[config.mk]
export PLATFORM = sky130hd
export DESIGN_NAME = uart_tx_clk_gen
export DESIGN_NICKNAME = d
export VERILOG_FILES = /design/src/rtl/uart_pkg.sv /design/src/rtl/uart_baud_acc.sv /design/src/rtl/uart_tx_clk_gen.sv
export SDC_FILE = /design/constraint.sdc
export NUM_CORES = 1
export LEC_CHECK = 0
export ABC_AREA = 1
export BUFFER_PORTS_ARGS = -buffer_cell sky130_fd_sc_hd__buf_2
export CAP_MARGIN = 20
export CORE_ASPECT_RATIO = 1.1
export CORE_MARGIN = 4
export CORE_UTILIZATION = 60
export CTS_CLUSTER_SIZE = 30
export DETAILED_ROUTE_END_ITERATION = 8
export GPL_ROUTABILITY_DRIVEN = 0
export PLACE_DENSITY = 0.82
export SETUP_SLACK_MARGIN = 0.05
export SYNTH_ARGS = -nofsm -noshare
export SYNTH_HDL_FRONTEND = slang
export SYNTH_SLANG_ARGS = --single-unit
[constraint.sdc]
create_clock -name clk -period 3.6 [get_ports clk]
set_input_delay 0.72 -clock clk [delete_from_list [all_inputs] [get_ports clk]]
set_output_delay 0.72 -clock clk [all_outputs]
set_load 0.01 [all_outputs]
[src/rtl/uart_pkg.sv]
// Shared types and helpers for the UART/sync-serial clock generators.
// Holds state encodings, accumulator widths and the pin-clock phase rule.
package uart_pkg;

    localparam int ACC_W  = 16;
    localparam int FREQ_W = 12;
    localparam int CNT_W  = 4;

    typedef enum logic {
        ST_IDLE = 1'b0,
        ST_RUN  = 1'b1
    } tx_state_e;

    // Pin clock level for an oversample slot; cnt MSB splits the bit in halves
    function automatic logic phase(
        input logic             cpol,
        input logic             cpha,
        input logic [CNT_W-1:0] cnt
    );
        return cpol ^ cpha ^ cnt[CNT_W-1];
    endfunction

endpackage

[src/rtl/uart_baud_acc.sv]
// Fractional baud accumulator producing the 16x oversample enable.
// Shared by the transmit and receive clock generators.
module uart_baud_acc
    import uart_pkg::*;
(
    input  logic              clk,
    input  logic              clr,
    input  logic [FREQ_W-1:0] baud_freq,
    input  logic [ACC_W-1:0]  baud_limit,
    output logic              ce_16
);

    logic [ACC_W-1:0] counter_q;
    logic [ACC_W-1:0] counter_d;
    logic             ce_16_q;
    logic             ce_16_d;

    // Wrap on threshold and flag the enable, otherwise add the increment
    always_comb begin
        counter_d = counter_q;
        ce_16_d   = 1'b0;
        if (clr) begin
            counter_d = '0;
        end else if (counter_q >= baud_limit) begin
            counter_d = counter_q - baud_limit;
            ce_16_d   = 1'b1;
        end else begin
            counter_d = counter_q + {{(ACC_W-FREQ_W){1'b0}}, baud_freq};
        end
    end

    // Accumulator and enable registers
    always_ff @(posedge clk) begin
        if (clr) begin
            counter_q <= '0;
            ce_16_q   <= 1'b0;
        end else begin
            counter_q <= counter_d;
            ce_16_q   <= ce_16_d;
        end
    end

    assign ce_16 = ce_16_q;

endmodule

[src/rtl/uart_tx_clk_gen.sv]
// Transmit-side timing generator: bit-launch strobes and sync serial clock.
// One bit period is sixteen oversample enables from the baud accumulator.
module uart_tx_clk_gen
    import uart_pkg::*;
#(
    parameter logic CPOL = 1'b0,
    parameter logic CPHA = 1'b0
) (
    input  logic              clk,
    input  logic              rst,
    input  logic              en,
    input  logic [FREQ_W-1:0] baud_freq,
    input  logic [ACC_W-1:0]  baud_limit,
    input  logic              sync_mode,
    input  logic              tx_active,
    output logic              bit_start,
    output logic              busy,
    output logic              sync_clk_out,
    output logic              sync_clk_oe
);

    tx_state_e        state_q;
    tx_state_e        state_d;
    logic [CNT_W-1:0] count16_q;
    logic [CNT_W-1:0] count16_d;
    logic             bit_start_q;
    logic             bit_start_d;
    logic             busy_q;
    logic             busy_d;
    logic             sync_clk_q;
    logic             sync_clk_d;
    logic             sync_oe_q;
    logic             sync_oe_d;

    logic             r_cond;
    logic             ce_16;
    logic             be;
    logic             go_idle;
    logic             acc_clr;

    assign r_cond  = rst | ~en;
    assign be      = (state_q == ST_RUN) & ce_16 & (count16_q == 4'hF);
    assign go_idle = be & ~tx_active;
    assign acc_clr = r_cond | (state_q != ST_RUN) | go_idle;

    uart_baud_acc u_acc (
        .clk        (clk),
        .clr        (acc_clr),
        .baud_freq  (baud_freq),
        .baud_limit (baud_limit),
        .ce_16      (ce_16)
    );

    // Next state, bit launch and pin clock level
    always_comb begin
        state_d     = state_q;
        count16_d   = count16_q;
        bit_start_d = 1'b0;
        sync_clk_d  = sync_clk_q;
        sync_oe_d   = sync_mode;
        unique case (state_q)
            ST_IDLE: begin
                count16_d  = '0;
                sync_clk_d = CPOL;
                if (tx_active) begin
                    state_d     = ST_RUN;
                    bit_start_d = 1'b1;
                end
            end
            ST_RUN: begin
                if (ce_16) begin
                    count16_d  = count16_q + 4'd1;
                    sync_clk_d = phase(CPOL, CPHA, count16_q);
                end
                if (!sync_mode) begin
                    sync_clk_d = CPOL;
                end
                if (be) begin
                    if (tx_active) begin
                        bit_start_d = 1'b1;
                    end else begin
                        state_d    = ST_IDLE;
                        count16_d  = '0;
                        sync_clk_d = CPOL;
                    end
                end
            end
        endcase
        busy_d = (state_d == ST_RUN);
    end

    // FSM and registered outputs; disable behaves like reset
    always_ff @(posedge clk) begin
        if (r_cond) begin
            state_q     <= ST_IDLE;
            count16_q   <= '0;
            bit_start_q <= 1'b0;
            busy_q      <= 1'b0;
            sync_clk_q  <= CPOL;
            sync_oe_q   <= 1'b0;
        end else begin
            state_q     <= state_d;
            count16_q   <= count16_d;
            bit_start_q <= bit_start_d;
            busy_q      <= busy_d;
            sync_clk_q  <= sync_clk_d;
            sync_oe_q   <= sync_oe_d;
        end
    end

    assign bit_start    = bit_start_q;
    assign busy         = busy_q;
    assign sync_clk_out = sync_clk_q;
    assign sync_clk_oe  = sync_oe_q;

endmodule

==> impl_metrics.tcl, run 1 <==
set metrics [dict create \
    outcome "completed" \
    grt_util_met1_pct 27.3 \
    drtAntennaViolNets 0 \
    cts-root-to-sink-buffers 2 \
    grt_pass1_vias 2668 \
    synth_edf_count 0 \
    path_cells "buf_2 -> inv_1 -> ha_1 -> or2_4 -> nand3_2 -> nand3_2 -> a21oi_2 -> nand3_1 -> nand2_1 -> nor2_1" \
    category_of_cells_accounting_for_the_largest_share_of_critical_path_delay "simple AND/OR/NAND/NOR gates" \
    number_of_buffers_added_by_the_clock_tree_synthesis_step 3 \
    grt_most_used_layer "met2" \
    synth.avg_cell_area_um2 5.97 \
    synthDominantAreaCellType "nand2_1" \
    synth-seq-area-share_pct 17.5 \
    synth_flop_cell "dfxtp_1" \
    grt_first_pass_wirelength_mm 11.0 \
    post-route-period-util_pct 63.9 \
    i_o_pin_cnt 37 \
    synthDominantCellAreaShare_pct 20.3 \
    vdd_ir_drop_max_uv 171 \
    tritoncts_clock_tree "built" \
    grtUsageMet3_pct 3.00 \
    leakage_nw 1.84 \
    worst-endpoint-required_ns 3.78 \
    async_flop_share_pct 0 \
    timing.critical_path.buf_inv 2 \
    detailedPlacementHpwl_mm 5.72 \
    proportion_of_layout_cells_with_a_drive_suffix_above_1_pct 13.8 \
    finalHoldViolCount 0 \
    total_standard_cell_area_after_synthesis_um2 2850 \
    cts_setup_buffers 0 \
    totalWireLength_mm 6.70 \
    via_count 2918 \
    worstMarginPinSlew_ns 0.638 \
    postCtsHoldBufs 0 \
    post_synthesis_cell_type_count 34 \
    path_max_fanout 12 \
    synth.most_common_cell "nand2_1" \
    final.setup.tns_ns 0 \
    timing.max_cap.violations 0 \
    grt_remaining_overflow 0 \
    cp-end-kind "register" \
    grt_setup_unrepaired "no" \
    hp-class "register to register" \
    critPathSlowestCell "a21oi_2" \
    route.detailed.wl_per_inst_um 11.8 \
    post-place-cells 566 \
    syn-instance-count 478 \
    die_height_um 80.3 \
    biggest_area_contributors_in_the_synthesized_netlist "nand2_1 20%, dfxtp_1 18%, ha_1 13%" \
    cp.arrival_ns 2.48 \
    synth_fp_nets 542 \
    die_w_um 73.7 \
    placement_rows 26 \
    cts-htree-levels 1 \
    clock-sinks 25 \
    power.total_uw 610 \
    clock-skew-final_ns 0.00911 \
    clkLatencyLatePin_ns 0.28 \
    timing.setup.critical_path_class "primary input to register" \
    report.final.setup_viol 0 \
    fp.dieArea_um2 5920 \
    drc 0 \
    core_area_um2 4620 \
    ff_latch_area_um2 500 \
    initial_utilization_pct 61.8 \
    holdWs_ns 0.505 \
    number_of_antenna_violations_at_the_first_check_in_global_routing 0 \
    final-max-slew-violation-count 0 \
    nFillCells 443 \
    synth_common_cells "154 x nand2_1, 84 x inv_1, 53 x nor2_1" \
    max_clock_freq_ghz 0.435 \
    multi_input_comb_area_um2 1970 \
    slew_headroom_pct 57.5 \
    cts-root-buf "clkbuf_8" \
    critPathLaunchType "primary input" \
    final_nets 579 \
    final-instance-count-excl-fill 570 \
    clkSlewWorstSetupHoldPaths_ns 0.10 \
    drt-vias-per-instance 5.12 \
    final.min_clock_period_ns 2.30 \
    crit_path_max_incr_delay_ns 0.54 \
    global_route.usage.total_pct 23.4 \
    finish.utilization_pct 67.2 \
    first_pass_iters 4 \
    cts.repair.resized 0 \
    synthesis_stage_register_bit_count 25 \
    cellPowerDensity_nw_per_um2 197 \
    area_growth_syn_to_fin_pct 8.77 \
    synthesis.yosys.warnings 0 \
    met2_usage_pct 43.6 \
    buffer_ports.inserted 36 \
    drt_first_iter_violations 138 \
    critical-path-top-cell-by-count "nand3_2" \
    antennaDiodeCount 0 \
    grt_max_degree 22 \
]
## cells in the final DEF (no fill, tap or decap), types with 2 or more instances in the layout
cell,count
clkbuf_8,3
a21oi_2,4
and2_1,2
nand4_1,5
nor3_1,5
nand3_2,4
or2_2,2
o21ai_0,3
inv_2,3
o21ai_2,2
dfxtp_1,25
o21ai_1,3
or2_4,2
buf_2,36
a21oi_1,23
nand3_1,37
nand2_2,7
inv_1,84
nor2_1,53
xor2_1,13
nand2_1,154
ha_1,29
nand2_4,2
fa_1,2
## cells by family after synthesis
logic type / share of synthesized area [%]
adders and majority gates: 14.1
buffers and inverters: 13.4
and+or+nand+nor: 42.6
xor gates and xnor gates: 4.30
DFF: 17.5
AOI/OAI and AO/OA: 8.03
## worst register-to-register path: stages, from the launching register on
cell and delay (ns):
dfxtp_1 0.43, ha_1 0.32, a21oi_1 0.22, nand2_1 0.10, nand2_1 0.08, nand3_2 0.09
a21oi_2 0.50, nand3_1 0.15, nand2_1 0.09, nor2_1 0.04
## per-layer routing
metal,share of wire [%],vias up
met4,2.0,0
met5,0,-
met1,43,1273
li1,-,1552
met3,5.0,12
met2,50,81
## final cells by class
cell class,instances,share of cell area [%]
inverter,88,10.7
clock inverter,1,0.242
timing repair buffer,36,5.81
multi-input combinational,361,63.5
sequential,25,16.1
clock buffer,3,1.33
tap,56,2.26
## path summary, 6_finish.rpt
kind                                        from                        endpoint  slack [ns]  cells after the start
hold / removal           count16_q[0]$_SDFF_PP0_         count16_q[0]$_SDFF_PP0_        0.50                      1
setup / recovery                   baud_limit[3]  u_acc.counter_q[14]$_SDFF_PP0_        1.30                     10
setup reg to reg  u_acc.counter_q[11]$_SDFF_PP0_  u_acc.counter_q[14]$_SDFF_PP0_        1.49                      9
hold reg to reg          count16_q[0]$_SDFF_PP0_         count16_q[0]$_SDFF_PP0_        0.50                      1
## power breakdown
part / leakage, nW / switching [mW] / internal (mW) / total (mW)
combinational: 1.61 / 0.0893 / 0.0574 / 0.147
clock: 0.0217 / 0.101 / 0.0788 / 0.180
sequential: 0.202 / 0.00348 / 0.280 / 0.283
total: 1.84 / 0.194 / 0.416 / 0.610
## sequential cells by signal (all words and copies together), names as in the netlist
name,count
u_acc.counter_q,16
count16_q,4
sync_clk_out,1
u_acc.ce_16,1
sync_clk_oe,1
busy,1
bit_start,1
## through the flow
step	area, um^2	setup WS, ns
floorplan	2850	1.41
global placement	3050	1.09
detailed placement	3050	1.03
CTS	3100	1.31
global route	3100	1.18
finish	3100	1.30
Note: power is estimated with default switching activity, not from simulation.
==> run 2: changes to the inputs <==
--- a/config.mk
+++ b/config.mk
@@ -5,16 +5,16 @@
 export SDC_FILE = /design/constraint.sdc
 export NUM_CORES = 1
 export LEC_CHECK = 0
-export ABC_AREA = 1
+export ABC_AREA = 0
 export BUFFER_PORTS_ARGS = -buffer_cell sky130_fd_sc_hd__buf_2
 export CAP_MARGIN = 20
 export CORE_ASPECT_RATIO = 1.1
 export CORE_MARGIN = 4
-export CORE_UTILIZATION = 60
+export CORE_UTILIZATION = 57
 export CTS_CLUSTER_SIZE = 30
 export DETAILED_ROUTE_END_ITERATION = 8
 export GPL_ROUTABILITY_DRIVEN = 0
-export PLACE_DENSITY = 0.82
+export PLACE_DENSITY = 0.8
 export SETUP_SLACK_MARGIN = 0.05
 export SYNTH_ARGS = -nofsm -noshare
 export SYNTH_HDL_FRONTEND = slang
==> constraint.sdc (replaced) <==
create_clock -name clk -period 2.25 [get_ports clk]
set_input_delay 0.45 -clock clk [delete_from_list [all_inputs] [get_ports clk]]
set_output_delay 0.45 -clock clk [all_outputs]
set_load 0.01 [all_outputs]
==> run 2 against run 1 <==
The run now ends with setup timing left. First-iteration DRC count rose by 86%. Via count fell by 11%. Combinational power rose by 93%. Hold slack got worse by 0.11 ns. Utilization rose by 12 points. Routed wire length rose by 13%. Synthesized cell count fell by 40%. Register-to-register slack got worse by 1.8 ns. Flip-flop and latch count did not move. Setup slack got worse by 1.6 ns. Total power rose by 66%. Global-route usage rose by 3.4 points. Critical endpoint is now u_acc.counter_q[1]$_SDFF_PP0_.
==> impl_metrics.tcl, run 2 <==
set metrics [dict create \
    path_max_fanout 5 \
    leakage_nw 1.52 \
    worst-endpoint-required_ns 2.41 \
    report.final.setup_viol 17 \
    timing.critical_path.buf_inv 3 \
    area_growth_syn_to_fin_pct 34.6 \
    hp-class "primary input to register" \
    synth.most_common_cell "ha_1" \
    nFillCells 265 \
    timing.max_cap.violations 0 \
    cp-end-kind "register" \
    synth_edf_count 0 \
    cellPowerDensity_nw_per_um2 321 \
    drtAntennaViolNets 0 \
    critPathSlowestCell "dfxtp_2" \
    dpl_worst_slack_ns -0.356 \
    drc 0 \
    timing.setup.critical_path_class "register to register" \
    synthDominantCellAreaShare_pct 21.4 \
    post-route-period-util_pct 112 \
    max_clock_freq_ghz 0.396 \
    synth-seq-area-share_pct 21.4 \
    clkLatencyLatePin_ns 0.28 \
    synth_fp_nets 351 \
    reg_top3 "u_acc.counter_q: 16 flops, count16_q: 4 flops" \
    syn-instance-count 287 \
    finalHoldViolCount 0 \
    fin_area_um2 3150 \
    clock-sinks 25 \
    totalWireLength_mm 7.60 \
    placement_rows 24 \
    grt_max_degree 15 \
    antennaDiodeCount 0 \
    power.total_mw 1.01 \
    first_pass_iters 5 \
    buffer_ports.inserted 36 \
    grt_first_pass_wirelength_mm 11.2 \
    cts-root-to-sink-buffers 2 \
    cp.arrival_ns 2.69 \
    synth_flop_cell "dfxtp_1" \
    final_critical_path_setup_slack_ns -0.276 \
    grt_pass1_vias 2475 \
    die_w_um 69.1 \
    tritoncts_clock_tree "built" \
    core_area_um2 3960 \
    final.min_clock_period_ns 2.53 \
    number_of_antenna_violations_at_the_first_check_in_global_routing 0 \
    final_nets 443 \
    violations "setup timing" \
    grt_setup_unrepaired "yes" \
    critPathLaunchType "register" \
    i_o_pin_cnt 37 \
    cts-root-buf "clkbuf_8" \
    final-max-slew-violation-count 0 \
    number_of_buffers_added_by_the_clock_tree_synthesis_step 3 \
    synth_common_cells "29 x ha_1, 28 x nor2_1, 25 x dfxtp_1" \
    proportion_of_layout_cells_with_a_drive_suffix_above_1_pct 32.3 \
    fp.dieArea_um2 5200 \
    slew_headroom_pct 72.2 \
    synthesis.yosys.warnings 0 \
    postCtsHoldBufs 0 \
    biggest_register "u_acc.counter_q" \
    initial_utilization_pct 59.1 \
    synthesis_stage_register_bit_count 25 \
    via_count 2601 \
    detailedPlacementHpwl_mm 4.93 \
    crit_path_max_incr_delay_ns 0.35 \
    holdWs_ns 0.392 \
    die_height_um 75.2 \
    layout.cells.most_common "buf_4" \
    category_of_cells_accounting_for_the_largest_share_of_critical_path_delay "compound AO/OA/AOI/OAI gates" \
    global_route.usage.total_pct 26.8 \
    drt-vias-per-instance 6.05 \
    clkSlewWorstSetupHoldPaths_ns 0.09 \
    grt_remaining_overflow 0 \
    largest_register_ff_count 16 \
    drt_first_iter_violations 256 \
    layout.cells.most_common_list "54 x buf_4, 36 x buf_2, 28 x ha_1, 27 x nor2_1, 24 x dfxtp_1" \
    clock-skew-final_ns 0.00501 \
    async_flop_share_pct 0 \
    worstMarginPinSlew_ns 0.413 \
    vdd_ir_drop_max_uv 337 \
    route.detailed.wl_per_inst_um 17.7 \
    cts-htree-levels 1 \
    synthDominantAreaCellType "dfxtp_1" \
    path_cells "inv_2 -> ha_4 -> fa_2 -> and2b_1 -> o22ai_2 -> a2111oi_4 -> o21ai_2 -> a21oi_4 -> buf_6 -> buf_12 -> mux2i_2 -> nor2_1" \
    total_standard_cell_area_after_synthesis_um2 2340 \
    outcome "finished with violations" \
    placed_cell_area_um2 2930 \
    biggest_area_contributors_in_the_synthesized_netlist "dfxtp_1 21%, ha_1 15%, xnor2_1 6.0%" \
    synth.avg_cell_area_um2 8.16 \
    post_synthesis_cell_type_count 49 \
]
run 2: area by class of cell:
type | count | area (um^2) | area share [%]
Clock buffer | 4 | 45.0 | 1.43
Tap cell | 52 | 65.1 | 2.07
Timing Repair Buffer | 94 | 659 | 20.9
Sequential cell | 25 | 502 | 15.9
Multi-Input combinational cell | 231 | 1790 | 56.8
Inverter | 24 | 90.1 | 2.86
run 2: logic make-up (layout without fill, tap and decap cells):
logic type	count (synthesis)	after routing	share of synthesized area, %
AO/OA/AOI/OAI	83	83	24.1
XOR/XNOR	30	30	11.2
adder cells (fa/ha/maj)	31	31	17.2
buffers and inverters	31	122	5.93
flip-flops	25	25	21.4
multiplexers	11	11	4.70
AND/OR/NAND/NOR	76	76	15.4
run 2: routing by layer:
layer  track usage, %  routed length [um]
met5                0                   0
met3             3.07                 493
met1             31.3                3020
met2             52.1                3760
met4             7.59                 331
run 2: path summary, 6_finish.rpt:
check / start / to / slack, ns / cells past startpoint
worst max-delay path: u_acc.counter_q[0]$_SDFF_PP0_ / u_acc.counter_q[1]$_SDFF_PP0_ / -0.28 / 12
worst min-delay path: sync_mode / sync_clk_oe$_SDFF_PP0_ / 0.39 / 2
worst max register to register: u_acc.counter_q[0]$_SDFF_PP0_ / u_acc.counter_q[1]$_SDFF_PP0_ / -0.28 / 12
worst min register to register: busy$_SDFF_PP0_ / bit_start$_SDFF_PP0_ / 0.50 / 1
run 2: metrics by stage:
| stage | utilization (%) | setup TNS (ns) | std cells |
|---|---|---|---|
| final | 79.5 | -2.87 | 430 |
| after global routing | 79.5 | -4.35 | 430 |
| after CTS | 78.6 | -1.63 | 428 |
| after detailed placement | 74.0 | -4.98 | 417 |
| after global placement | 74.0 | -4.36 | 417 |
| after floorplan | - | -1.63 | 287 |
run 2: where the power goes:
group	internal, mW	total (mW)	switching [mW]
clock	0.127	0.279	0.151
sequential	0.447	0.451	0.00381
combinational	0.134	0.283	0.149
total	0.708	1.01	0.305
run 2: repair_timing:
action	CTS	global route
setup endpoints to repair	17	17
setup buffers	5	3
resized for setup	13	9
pin swaps	4	3
cloned	2	0
==> run 3: changes to the inputs <==
--- a/config.mk
+++ b/config.mk
@@ -14,7 +14,7 @@
 export CTS_CLUSTER_SIZE = 30
 export DETAILED_ROUTE_END_ITERATION = 8
 export GPL_ROUTABILITY_DRIVEN = 0
-export PLACE_DENSITY = 0.8
+export PLACE_DENSITY_LB_ADDON = 0.05
 export SETUP_SLACK_MARGIN = 0.05
 export SYNTH_ARGS = -nofsm -noshare
 export SYNTH_HDL_FRONTEND = slang
==> run 3 against run 2 <==
The flow still finishes with violations (setup timing). Design area down 4.1%. First-iteration DRC count shrank 75%. Hold slack got worse by 0.0065 ns. Register-to-register slack gained 0.19 ns. Critical path type unchanged. Critical endpoint is now u_acc.counter_q[11]$_SDFF_PP0_.
==> impl_metrics.tcl, run 3 (synthesis gave the netlist of run 2 again) <==
set metrics [dict create \
    layout.cells.most_common_list "46 x buf_4, 36 x buf_2, 28 x nor2_1, 27 x ha_1, 24 x dfxtp_1" \
    internal_power_of_the_cells_uw 698 \
    largest_register_ff_count 16 \
    i_o_pin_cnt 37 \
    timing.setup.critical_path_class "register to register" \
    number_of_antenna_violations_at_the_first_check_in_global_routing 0 \
    finalHoldViolCount 0 \
    detailedPlacementHpwl_mm 4.93 \
    final-max-slew-violation-count 0 \
    worstMarginPinSlew_ns 0.559 \
    outcome "finished with violations" \
    grt_remaining_overflow 0 \
    layout.cells.most_common "buf_4" \
    cellPowerDensity_nw_per_um2 323 \
    worst-endpoint-required_ns 2.40 \
    drtAntennaViolNets 0 \
    buffer_ports.inserted 36 \
    fp.dieArea_um2 5200 \
    final.min_clock_period_ns 2.34 \
    postCtsHoldBufs 0 \
    path_max_fanout 17 \
    final_critical_path_setup_slack_ns -0.0905 \
    seqPwrFrac_pct 46.2 \
    initial_utilization_pct 59.1 \
    hp-class "primary input to register" \
    final_nets 432 \
    vdd_ir_drop_max_uv 359 \
    holdWs_ns 0.386 \
    critPathLaunchType "register" \
    swShare_pct 28.5 \
    placed_cell_area_um2 2910 \
    proportion_of_layout_cells_with_a_drive_suffix_above_1_pct 29.2 \
    final-instance-count-excl-fill 419 \
    grt_first_pass_wirelength_mm 10.1 \
    clock-skew-final_ns 0.0101 \
    drc 0 \
    tritoncts_clock_tree "built" \
    grt_max_degree 18 \
    drt-vias-per-instance 5.45 \
    totalWireLength_mm 5.94 \
    cts-root-to-sink-buffers 2 \
    violations "setup timing" \
    wl_met1_mm 2.49 \
    dpl_worst_slack_ns -0.359 \
    report.final.setup_viol 16 \
    pwr-share-comb_pct 25.9 \
    number_of_buffers_added_by_the_clock_tree_synthesis_step 3 \
    post-place-cells 414 \
    power.total_uw 976 \
    leakage_nw 1.43 \
    nFillCells 329 \
    clock-sinks 25 \
    power.net_switching_uw 279 \
    timing.max_cap.violations 0 \
    biggest_register "u_acc.counter_q" \
    die_height_um 75.2 \
    route.detailed.wl_per_inst_um 14.2 \
    global_route.usage.total_pct 23.6 \
    grt_setup_unrepaired "yes" \
    clock_share_of_power_pct 27.9 \
    slew_headroom_pct 62.6 \
    area_growth_syn_to_fin_pct 29.0 \
    first_pass_iters 4 \
    top_layer_used "met4" \
    antennaDiodeCount 0 \
    reg_top3 "u_acc.counter_q: 16 flops, count16_q: 4 flops" \
    core_area_um2 3960 \
    cts-htree-levels 1 \
    max_clock_freq_ghz 0.427 \
    met3_wirelength_um 262 \
    cts-root-buf "clkbuf_8" \
    clkSlewWorstSetupHoldPaths_ns 0.09 \
    die_w_um 69.1 \
    drt_first_iter_violations 65 \
    cp-end-kind "register" \
    via_count 2285 \
    fin_area_um2 3020 \
    cp.arrival_ns 2.49 \
    met2RoutedLength_mm 3.09 \
    clkLatencyLatePin_ns 0.27 \
    post-route-period-util_pct 104 \
    grt_pass1_vias 2265 \
    placement_rows 24 \
]
run 3: cell count changes in the layout (fill, tap and decap cells not counted), sizes merged:
cell and change:
clkbuf -1, buf -11, clkinvlp +1
run 3: power groups by stage:
stage               clock network (mW)  registers (mW)  logic, mW
floorplan                            0           0.461      0.142
global placement                     0           0.461      0.238
detailed placement                   0           0.461      0.245
CTS                              0.281           0.451      0.250
global route                     0.292           0.451      0.284
finish                           0.272           0.451      0.253
run 3: final cells by class:
type                            instances  area, um^2  area share [%]
Clock buffer                            3        41.3            1.37
Clock inverter                          1        7.51           0.249
Inverter                               24        90.1            2.98
Multi-Input combinational cell        231        1770            58.6
Sequential cell                        25         502            16.6
Tap cell                               52        65.1            2.15
Timing Repair Buffer                   83         546            18.1
run 3: metrics by stage:
stage	utilization (%)	setup TNS [ns]
6_report	76.2	-0.996
3_3_place_gp	73.4	-4.18
2_1_floorplan	-	-1.63
5_1_grt	76.2	-2.73
4_1_cts	75.4	-1.19
3_5_place_dp	73.4	-5.29
run 3: worst max-delay path: stages, from the launching register on:
cell and delay [ns]:
dfxtp_2 0.35, inv_2 0.04, ha_4 0.15, fa_2 0.33, and2b_2 0.27, o22ai_4 0.09
a2111oi_4 0.31, o21ai_2 0.10, a21oi_4 0.15, buf_12 0.18, mux2i_1 0.19, nor2_1 0.06
run 3: final timing paths:
kind,end,cells after the start,from,slack [ns]
hold / removal,sync_clk_oe$_SDFF_PP0_,2,sync_mode,0.39
setup / recovery,u_acc.counter_q[11]$_SDFF_PP0_,11,u_acc.counter_q[0]$_SDFF_PP0_,-0.09
hold reg to reg,bit_start$_SDFF_PP0_,1,busy$_SDFF_PP0_,0.51
setup reg to reg,u_acc.counter_q[11]$_SDFF_PP0_,11,u_acc.counter_q[0]$_SDFF_PP0_,-0.09
run 3: metal layers:
| metal | global-route usage [%] | vias up |
|---|---|---|
| met5 | 0 | - |
| li1 | - | 1192 |
| met1 | 26.6 | 1031 |
| met4 | 7.16 | 0 |
| met3 | 3.87 | 13 |
| met2 | 46.1 | 49 |
run 3: timing repair:
item / in CTS / in global routing
buffers inserted: 0 / 1
resized for setup: 6 / 5
pin swaps: 0 / 1
setup endpoints to repair: 17 / 17
